$ cat src/rtl/reflector_cfg.sv
// Rewirable Enigma reflector: registered one-hot letter permutation through an
// active pairing table, reloaded through a pair handshake with a verify/commit pass.
module reflector_cfg #(
    parameter int N  = 26,
    parameter int IW = $clog2(N)
) (
    input  logic          clk,
    input  logic          reset,
    input  logic          in_valid,
    input  logic [N-1:0]  in,
    output logic          out_valid,
    output logic [N-1:0]  out,
    input  logic          cfg_start,
    input  logic          cfg_valid,
    input  logic [IW-1:0] cfg_a,
    input  logic [IW-1:0] cfg_b,
    output logic          cfg_ready,
    output logic          cfg_busy,
    output logic          cfg_done,
    output logic          cfg_error
);

    localparam int NP = N / 2;
    localparam int CW = $clog2(NP + 1);

    // 1941 UKW partner of each letter (A..Z)
    localparam int UKW [26] = '{16, 24, 7, 14, 6, 13, 4, 2, 21, 15, 20, 25, 19,
                                5, 3, 9, 0, 23, 22, 12, 10, 8, 18, 17, 1, 11};

    typedef enum logic [1:0] {IDLE, LOADING, VERIFY, COMMIT} state_t;

    state_t        state, state_nx;
    logic [IW-1:0] act    [N];
    logic [IW-1:0] shadow [N];
    logic [N-1:0]  written;
    logic [CW-1:0] pair_cnt;
    logic [IW-1:0] scan;
    logic          err;
    logic [N-1:0]  perm;

    logic          accept, clear_load, pair_bad, scan_bad;
    logic          a_oob, b_oob;
    logic [IW-1:0] scan_partner, scan_back;

    function automatic logic [IW-1:0] default_partner(input int i);
        if (N == 26 && i < 26)
            return IW'(UKW[i]);
        return IW'(i ^ 1);
    endfunction

    // Lookup path: out[act[i]] = in[i], so a non-one-hot bus is simply permuted.
    always_comb begin
        perm = '0;
        for (int i = 0; i < N; i++)
            perm[act[i]] = in[i];
    end

    always_ff @(posedge clk or posedge reset) begin
        if (reset) begin
            out       <= '0;
            out_valid <= 1'b0;
        end else begin
            out       <= perm;
            out_valid <= in_valid;
        end
    end

    // Load-pair and verify-scan checks
    always_comb begin
        a_oob        = int'(cfg_a) >= N;
        b_oob        = int'(cfg_b) >= N;
        pair_bad     = a_oob || b_oob || (cfg_a == cfg_b) ||
                       (!a_oob && written[cfg_a]) || (!b_oob && written[cfg_b]);
        scan_partner = shadow[scan];
        scan_back    = (int'(scan_partner) < N) ? shadow[scan_partner] : scan;
        scan_bad     = !written[scan] || (scan_partner == scan) ||
                       (int'(scan_partner) >= N) || (scan_back != scan);
    end

    assign accept     = cfg_valid && (state == LOADING) && !cfg_start;
    assign clear_load = cfg_start && (state == IDLE || state == LOADING);

    always_ff @(posedge clk or posedge reset) begin
        if (reset)
            state <= IDLE;
        else
            state <= state_nx;
    end

    // NOTE: every variable written here gets a default first, so no latch is inferred.
    always_comb begin
        state_nx  = state;
        cfg_ready = 1'b0;
        cfg_busy  = 1'b0;
        cfg_done  = 1'b0;
        cfg_error = 1'b0;
        case (state)
            IDLE: begin
                if (cfg_start)
                    state_nx = LOADING;
            end
            LOADING: begin
                cfg_ready = 1'b1;
                cfg_busy  = 1'b1;
                if (!cfg_start && accept && pair_cnt == CW'(NP - 1))
                    state_nx = VERIFY;
            end
            VERIFY: begin
                cfg_busy = 1'b1;
                if (scan == IW'(N - 1))
                    state_nx = COMMIT;
            end
            COMMIT: begin
                cfg_done  = 1'b1;
                cfg_error = err;
                state_nx  = IDLE;
            end
            default: state_nx = IDLE;
        endcase
    end

    // NOTE: the tables are small register files, so they are reset like any other
    // state; that is what lets reset restore the default pairing in one step.
    always_ff @(posedge clk or posedge reset) begin
        if (reset) begin
            for (int i = 0; i < N; i++) begin
                act[i]    <= default_partner(i);
                shadow[i] <= '0;
            end
            written  <= '0;
            pair_cnt <= '0;
            scan     <= '0;
            err      <= 1'b0;
        end else begin
            if (clear_load) begin
                for (int i = 0; i < N; i++)
                    shadow[i] <= '0;
                written  <= '0;
                pair_cnt <= '0;
                scan     <= '0;
                err      <= 1'b0;
            end else if (accept) begin
                pair_cnt <= pair_cnt + CW'(1);
                if (pair_bad) begin
                    err <= 1'b1;
                end else begin
                    shadow[cfg_a]  <= cfg_b;
                    shadow[cfg_b]  <= cfg_a;
                    written[cfg_a] <= 1'b1;
                    written[cfg_b] <= 1'b1;
                end
            end else if (state == VERIFY) begin
                scan <= scan + IW'(1);
                if (scan_bad)
                    err <= 1'b1;
            end

            // Atomic swap: lookups on this edge still see the old table.
            if (state == COMMIT && !err) begin
                for (int i = 0; i < N; i++)
                    act[i] <= shadow[i];
            end
        end
    end

endmodule

$ cat config.mk
export PLATFORM = sky130hd
export DESIGN_NAME = reflector_cfg
export DESIGN_NICKNAME = d
export VERILOG_FILES = /design/src/rtl/reflector_cfg.sv
export SDC_FILE = /design/constraint.sdc
export NUM_CORES = 2
export LEC_CHECK = 0
export BUFFER_PORTS_ARGS = -buffer_cell sky130_fd_sc_hd__buf_2
export CAP_MARGIN = 20
export CORE_MARGIN = 10
export CORE_UTILIZATION = 40
export DETAILED_ROUTE_END_ITERATION = 7
export GPL_TIMING_DRIVEN = 0
export MAX_ROUTING_LAYER = met4
export PLACE_DENSITY = 0.61
export SYNTH_ARGS = -nofsm -noshare
export SYNTH_HDL_FRONTEND = slang
export SYNTH_SLANG_ARGS = --single-unit
export TNS_END_PERCENT = 5
$ cat constraint.sdc
create_clock -name clk -period 22.8 [get_ports clk]
set_input_delay 4.56 -clock clk [delete_from_list [all_inputs] [get_ports clk]]
set_output_delay 4.56 -clock clk [all_outputs]
set_load 0.05 [all_outputs]
* Word level (Yosys, flattened, before mapping) *
Index checks and enable logic that the tools add are counted.

word-level totals
  input port bits = 41
  logic and storage cells = 334
  register bits = 325
  output and inout bits = 31

cells by class
  bitwise operators = 7
  add/sub/neg operators = 2
  multiplexer cells = 124
  order comparisons = 67
  reduce and logical (&&, ||, !) cells = 61
  equal/unequal tests = 14

operators by type and width
  cell                  count
  $bwmux W26            25
  $mux W130             3
  $bwmux W130           2
  $lt A5 B6 Y1 const B  29
  $demux W1 S5          28
  $ge A5 B1 Y1 const B  28
  $mux W26              3
  $or A26 B26 Y26       2
  $bmux W5 S5           2
  $demux W5 S5          2
  $mux W5               10
  $mux W1               40
  $logic_and A1 B1 Y1   38
  $and A26 B26 Y26      1
  $ge A6 B6 Y1 const B  4
  $not A5 Y6            4
  $bmux W1 S5           3
  $ge A5 B5 Y1 const B  3
  $lt A6 B1 Y1 const B  2
  $eq A5 B5 Y1          2
  $logic_or A1 B1 Y1    8
  $mux W4               2
  $pmux W2 S4           1
  $mux W2               3
  other kinds (18)      30

* Depth between registers and ports, before layout *
  depth in word-level cells = 30
  gate-level depth with buffers = 17
  mapped depth without buffers = 11

* Worst setup path before layout *
Ideal clock, no wire load.

  kind = in2reg
  from = input port cfg_b[0]
  to = register shadow[14] (netlist name)
  stages on the path = 9
  setup slack = 15682 ps
  buffers on the path = 2
  arrival time = 6986 ps
  setup time = 132 ps
  path through = buf_2 -> mux4_2 -> mux4_2 -> o21ai_0 -> nand3_1 -> clkbuf_1 -> nor2_1 -> mux2i_1 -> nor2_1

between the ends
  longest elaborated chain between the ends = 9
  elaborated cells on any way between the ends = 22
  classes of those cells = order compare: 3; eq/ne: 2; mux: 8; bitwise: 1; reduce/logical: 8

ends and longest elaborated chain
  item                                                                       RTL line  RTL
  start, declared                                                            16        input logic [IW-1:0] cfg_b,
  $not A5 Y6 (not written as such)                                           148       shadow[cfg_b] <= cfg_a;
  $ge A6 B6 Y1 (not written as such) / $lt A6 B1 Y1 (equally long branches)  148
  $logic_and A1 B1 Y1 (not written as such)                                  148
  $mux W5 (not written as such)                                              148
  $demux W5 S5                                                               148
  $bwmux W130                                                                148
  $mux W130                                                                  144       if (pair_bad) begin
  $mux W130                                                                  142       end else if (accept) begin
  $mux W130                                                                  135       if (clear_load) begin
  end signal, assigned by index                                              147       shadow[cfg_a] <= cfg_b;
  end signal, assigned by index                                              148
  end, declared                                                              34        logic [IW-1:0] shadow [N];

Several ways; a longest one is shown, not always the timed one. The select of a mux whose other input is x is not followed.
A chain may end at the register's enable or synchronous reset.

* Worst setup path in the final report *
  from = input port cfg_a[1]
  to = register err

between the ends
  longest elaborated chain between the ends = 7
  elaborated cells on any way between the ends = 12
  classes of those cells = order compare: 1; eq/ne: 2; mux: 2; reduce/logical: 7

ends and longest elaborated chain
  item                                                              RTL line  RTL
  start, declared                                                   15        input logic [IW-1:0] cfg_a,
  $bmux W1 S5 / $ge A5 B5 Y1 (equally long branches)                73, 70
  $mux W1 (not written as such), or another cell as far along       73        (!a_oob && written[cfg_a]) || (!b_oob && written[cfg_b]);
  $logic_and A1 B1 Y1 / $logic_or A1 B1 Y1 (equally long branches)  73, 72
  $logic_or A1 B1 Y1 *                                              72        pair_bad = a_oob || b_oob || (cfg_a == cfg_b) ||
  $logic_or A1 B1 Y1 *                                              73
  $ne A3 B1 Y1 (no line) *                                          --
  $reduce_and A3 Y1 (no line) *                                     --
  end signal, assigned                                              133       err <= 1'b0;
  end signal, assigned                                              141       err <= 1'b0;
  end signal, assigned                                              145       err <= 1'b1;
  end, declared                                                     38        logic err;

Mark *: on every way between the ends. The rest lies on a longest branch, timed or not. The select of a mux whose other input is x is not followed.

==> metrics.csv <==
stage;metric;value;unit
outcome;status;finished, final reports clean;
placement;Place WS;14.18;ns
cts;postcts setup bufs;0;
floorplan;die height;289;µm
detailed_routing;DRT Wirelength;145000;µm
detailed_routing;routed via count;32555;
setup_path;crit path cell chain;buf_2, clkbuf_1, clkinv_1, a311oi_1, a2111oi_0, nand3_1, clkbuf_1, clkbuf_1, nor2_1, nor2_1, o21ai_0, a31oi_1;
setup_path;Critical Path Sink Type;flop;
final_layout;Util after Layout;44.6;%
synthesis;ys async rst share;100;%
sta;fin. max-slew vios;0;
cts;Num CTS Buffers;39;
pwr;LEAKAGE;0.0116;µW
global_routing;total gr overflow;0;
placement;Post-DP Area;30500;µm²
sta;fmax;0.121;GHz
setup_path;CP max FO;10;
sta;endpoints failing hold;0;
sta;Final setup viols;0;
floorplan;Core ar.;71600;µm²
sta;Tcrit/Tclk final;36.2;%
synthesis;synthesized area;28900;µm²
setup_path;Critical Path Max Stage Delay;0.63;ns
global_routing;number of global-route vias before repair;29974;
cts;CTS Sinks;325;
placement;port bufs;60;
cts;worst skew pair latency;0.60;ns
global_routing;initial antenna violation count;3;
detailed_routing;Initial DRC Count;4699;
cts;Root Driver;clkbuf_16;
cts;post-cts gate resize count;0;
detailed_routing;routed len/inst;30.5;µm
sta;RSZ-0062 raised after global routing;false;
global_routing;largest net degree at the start of global routing;101;
detailed_routing;remaining antenna violation count after routing;0;
floorplan;full die area;83500;µm²
synthesis;register area share after synthesis;28.4;%
setup_path;slowest CP cell;clkbuf_1;
synthesis;Post-Syn Nets;3715;
synthesis;number of flops mapped to enable cells by yosys;0;
floorplan;I/O pin cnt;72;
detailed_routing;drt pass-1 iters;7;
setup_path;CP bufs+invs;5;
sta;final worst slack;14.55;ns
cts;Hold-fix buffers, CTS;0;
setup_path;Required @ worst endpoint;23.28;ns
detailed_routing;Via density;6.84;
sta;Sum Neg Setup Slack;0;ns
final_layout;post-route cell area;31900;µm²
placement;Post-DP HPWL;115000;µm
cts;clk buf depth;3;
synthesis;Syn. warnings;0;
global_routing;first-pass GRT wire length;209000;µm
job;Max Cap Viol;0;
synthesis;Mapped Cells;3665;
pwr;peak supply drop;0.0000849;V
setup_path;Setup Crit Path Kind;in -> reg;
cts;CTS tree;built;
synthesis;Synth Flop Type;dfrtp_1;
synthesis;Unique masters post-synth;98;
sta;Final Skew;0.0422;ns
floorplan;Die Width;289;µm
cts;H-tree depth;2;
pwr;Pwr per Cell Area;81.7;nW/µm²
floorplan;Starting Density;40.4;%
floorplan;row count;98;
global_routing;GRT Util Overall;34.4;%
setup_path;Crit path top cell by count;clkbuf_1;
final_layout;Fill cells;7456;
placement;gp weighted congestion;1.04;
setup_path;CP startpoint kind;input port;
min_path;HP Class;reg -> reg;
setup_path;worst path arrival time;8.72;ns
detailed_routing;Post-route DRC;0;
synthesis;Mean Syn Cell Area;7.90;µm²
cts;Clock Pin Slew Worst Setup and Hold Paths;0.06;ns
synthesis;post-synthesis register bit count;325;
final_layout;nets;3827;
final_layout;Area Overhead vs Synth;10.4;%
sta;measured slew at the worst slew-check pin;1.19;ns
setup_path;delay-heaviest family, CP;buffers and inverters;
sta;min Tclk post-route;8.25;ns
final_layout;layout cells sized above 1;13.6;%
sta;Max transition margin;19.5;%
-- sequential cells by signal, indices dropped and copies added (netlist names) --
| name | count |
|---|---|
| act | 130 |
| shadow | 130 |
| out | 26 |
| written | 26 |
| scan | 5 |
| pair_cnt | 4 |
| state | 2 |
| err | 1 |
| out_valid | 1 |
-- logic make-up (layout without fill, tap and decap cells) --
kind of cell               after synthesis  in the layout  synth area share (%)
and+or+nand+nor                       1467           1467                  25.0
adders and majority gates                9              9                 0.389
muxes                                  278            278                  12.1
xor gates and xnor gates                18             18                 0.545
DFF                                    325            325                  28.4
AOI/OAI and AO/OA                     1225           1225                  28.6
other                                    0              3                     0
buffers and inverters                  343            486                  5.04
-- per-stage QoR --
step           total power, µW  std cells  hold WS, ns
5_1_grt                   2700       4761        0.588
6_report                  2610       4761        0.544
2_1_floorplan             1490       3665        0.483
4_1_cts                   2580       4752        0.545
3_5_place_dp              1900       4680        0.531
3_3_place_gp              1910       4675        0.518
-- where the power goes --
group          switching, µW  leakage [µW]  internal, µW
Clock                    281      0.000676           390
Combinational            846       0.00664           400
Sequential              60.4       0.00431           631
Total                   1190        0.0116          1420
-- Yosys cell counts, types with 60 or more instances --
library cell / n / area share (%)
dfrtp_1: 268 / 23
nand3_1: 82 / 1.4
mux2_2: 143 / 5.6
mux2i_1: 90 / 3.1
nand2_1: 334 / 4.3
o211ai_1: 73 / 1.9
o21ai_0: 162 / 2.8
a211oi_1: 70 / 1.8
a21oi_1: 281 / 4.9
nor3_1: 110 / 1.9
o22ai_1: 180 / 3.9
nand2b_1: 71 / 1.5
nor2_1: 485 / 6.3
a22oi_1: 80 / 2.1
clkbuf_1: 264 / 3.4
nand3b_1: 60 / 1.6
-- layout by cell type, fill, tap and decap left out, types with 47 or more instances in the layout --
cell        n
a211oi_1   70
a21oi_1   281
nor2_1    485
a22oi_1    80
mux2_2    143
dfrtp_1   268
o21ai_0   162
nand3b_1   60
nand2_1   334
o22ai_1   180
nor2b_1    52
mux2i_1    90
buf_2      73
nand2b_1   71
dfstp_2    57
clkbuf_1  270
a31oi_1    47
nand3_1    82
nor3_1    110
o211ai_1   73
-- cell type report --
class                   count  area, µm²  area share [%]
repair buffers             71        428            1.34
diodes                      3       7.51          0.0235
well taps                 950       1190            3.72
multi-input cells        2997      19300            60.3
inverters                  36        143           0.447
flip-flops and latches    325       8200            25.7
clock inverters            20        279           0.874
plain buffers             307       1320            4.14
clock buffers              52       1090            3.43
-- worst paths after layout --
| path | from | to | slack (ns) | cells after the start |
|---|---|---|---|---|
| max in group asynchronous | reset | act[10] | 17.54 | 4 |
| worst max-delay path | cfg_a[1] | err | 14.55 | 12 |
| min in group asynchronous | reset | act[126] | 4.03 | 2 |
| worst max register to register | scan[2] | err | 18.05 | 13 |
| worst min register to register | written[15] | written[15] | 0.54 | 1 |
| worst min-delay path | written[15] | written[15] | 0.54 | 1 |
-- layer usage --
layer	global-route usage [%]	vias up	part of all wire (%)
li1	-	14159	-
met1	46.0	15862	41
met2	50.4	2122	43
met3	4.89	412	10
met4	16.8	0	5.8
met5	-	-	0
(Power assumes the default switching activity.)
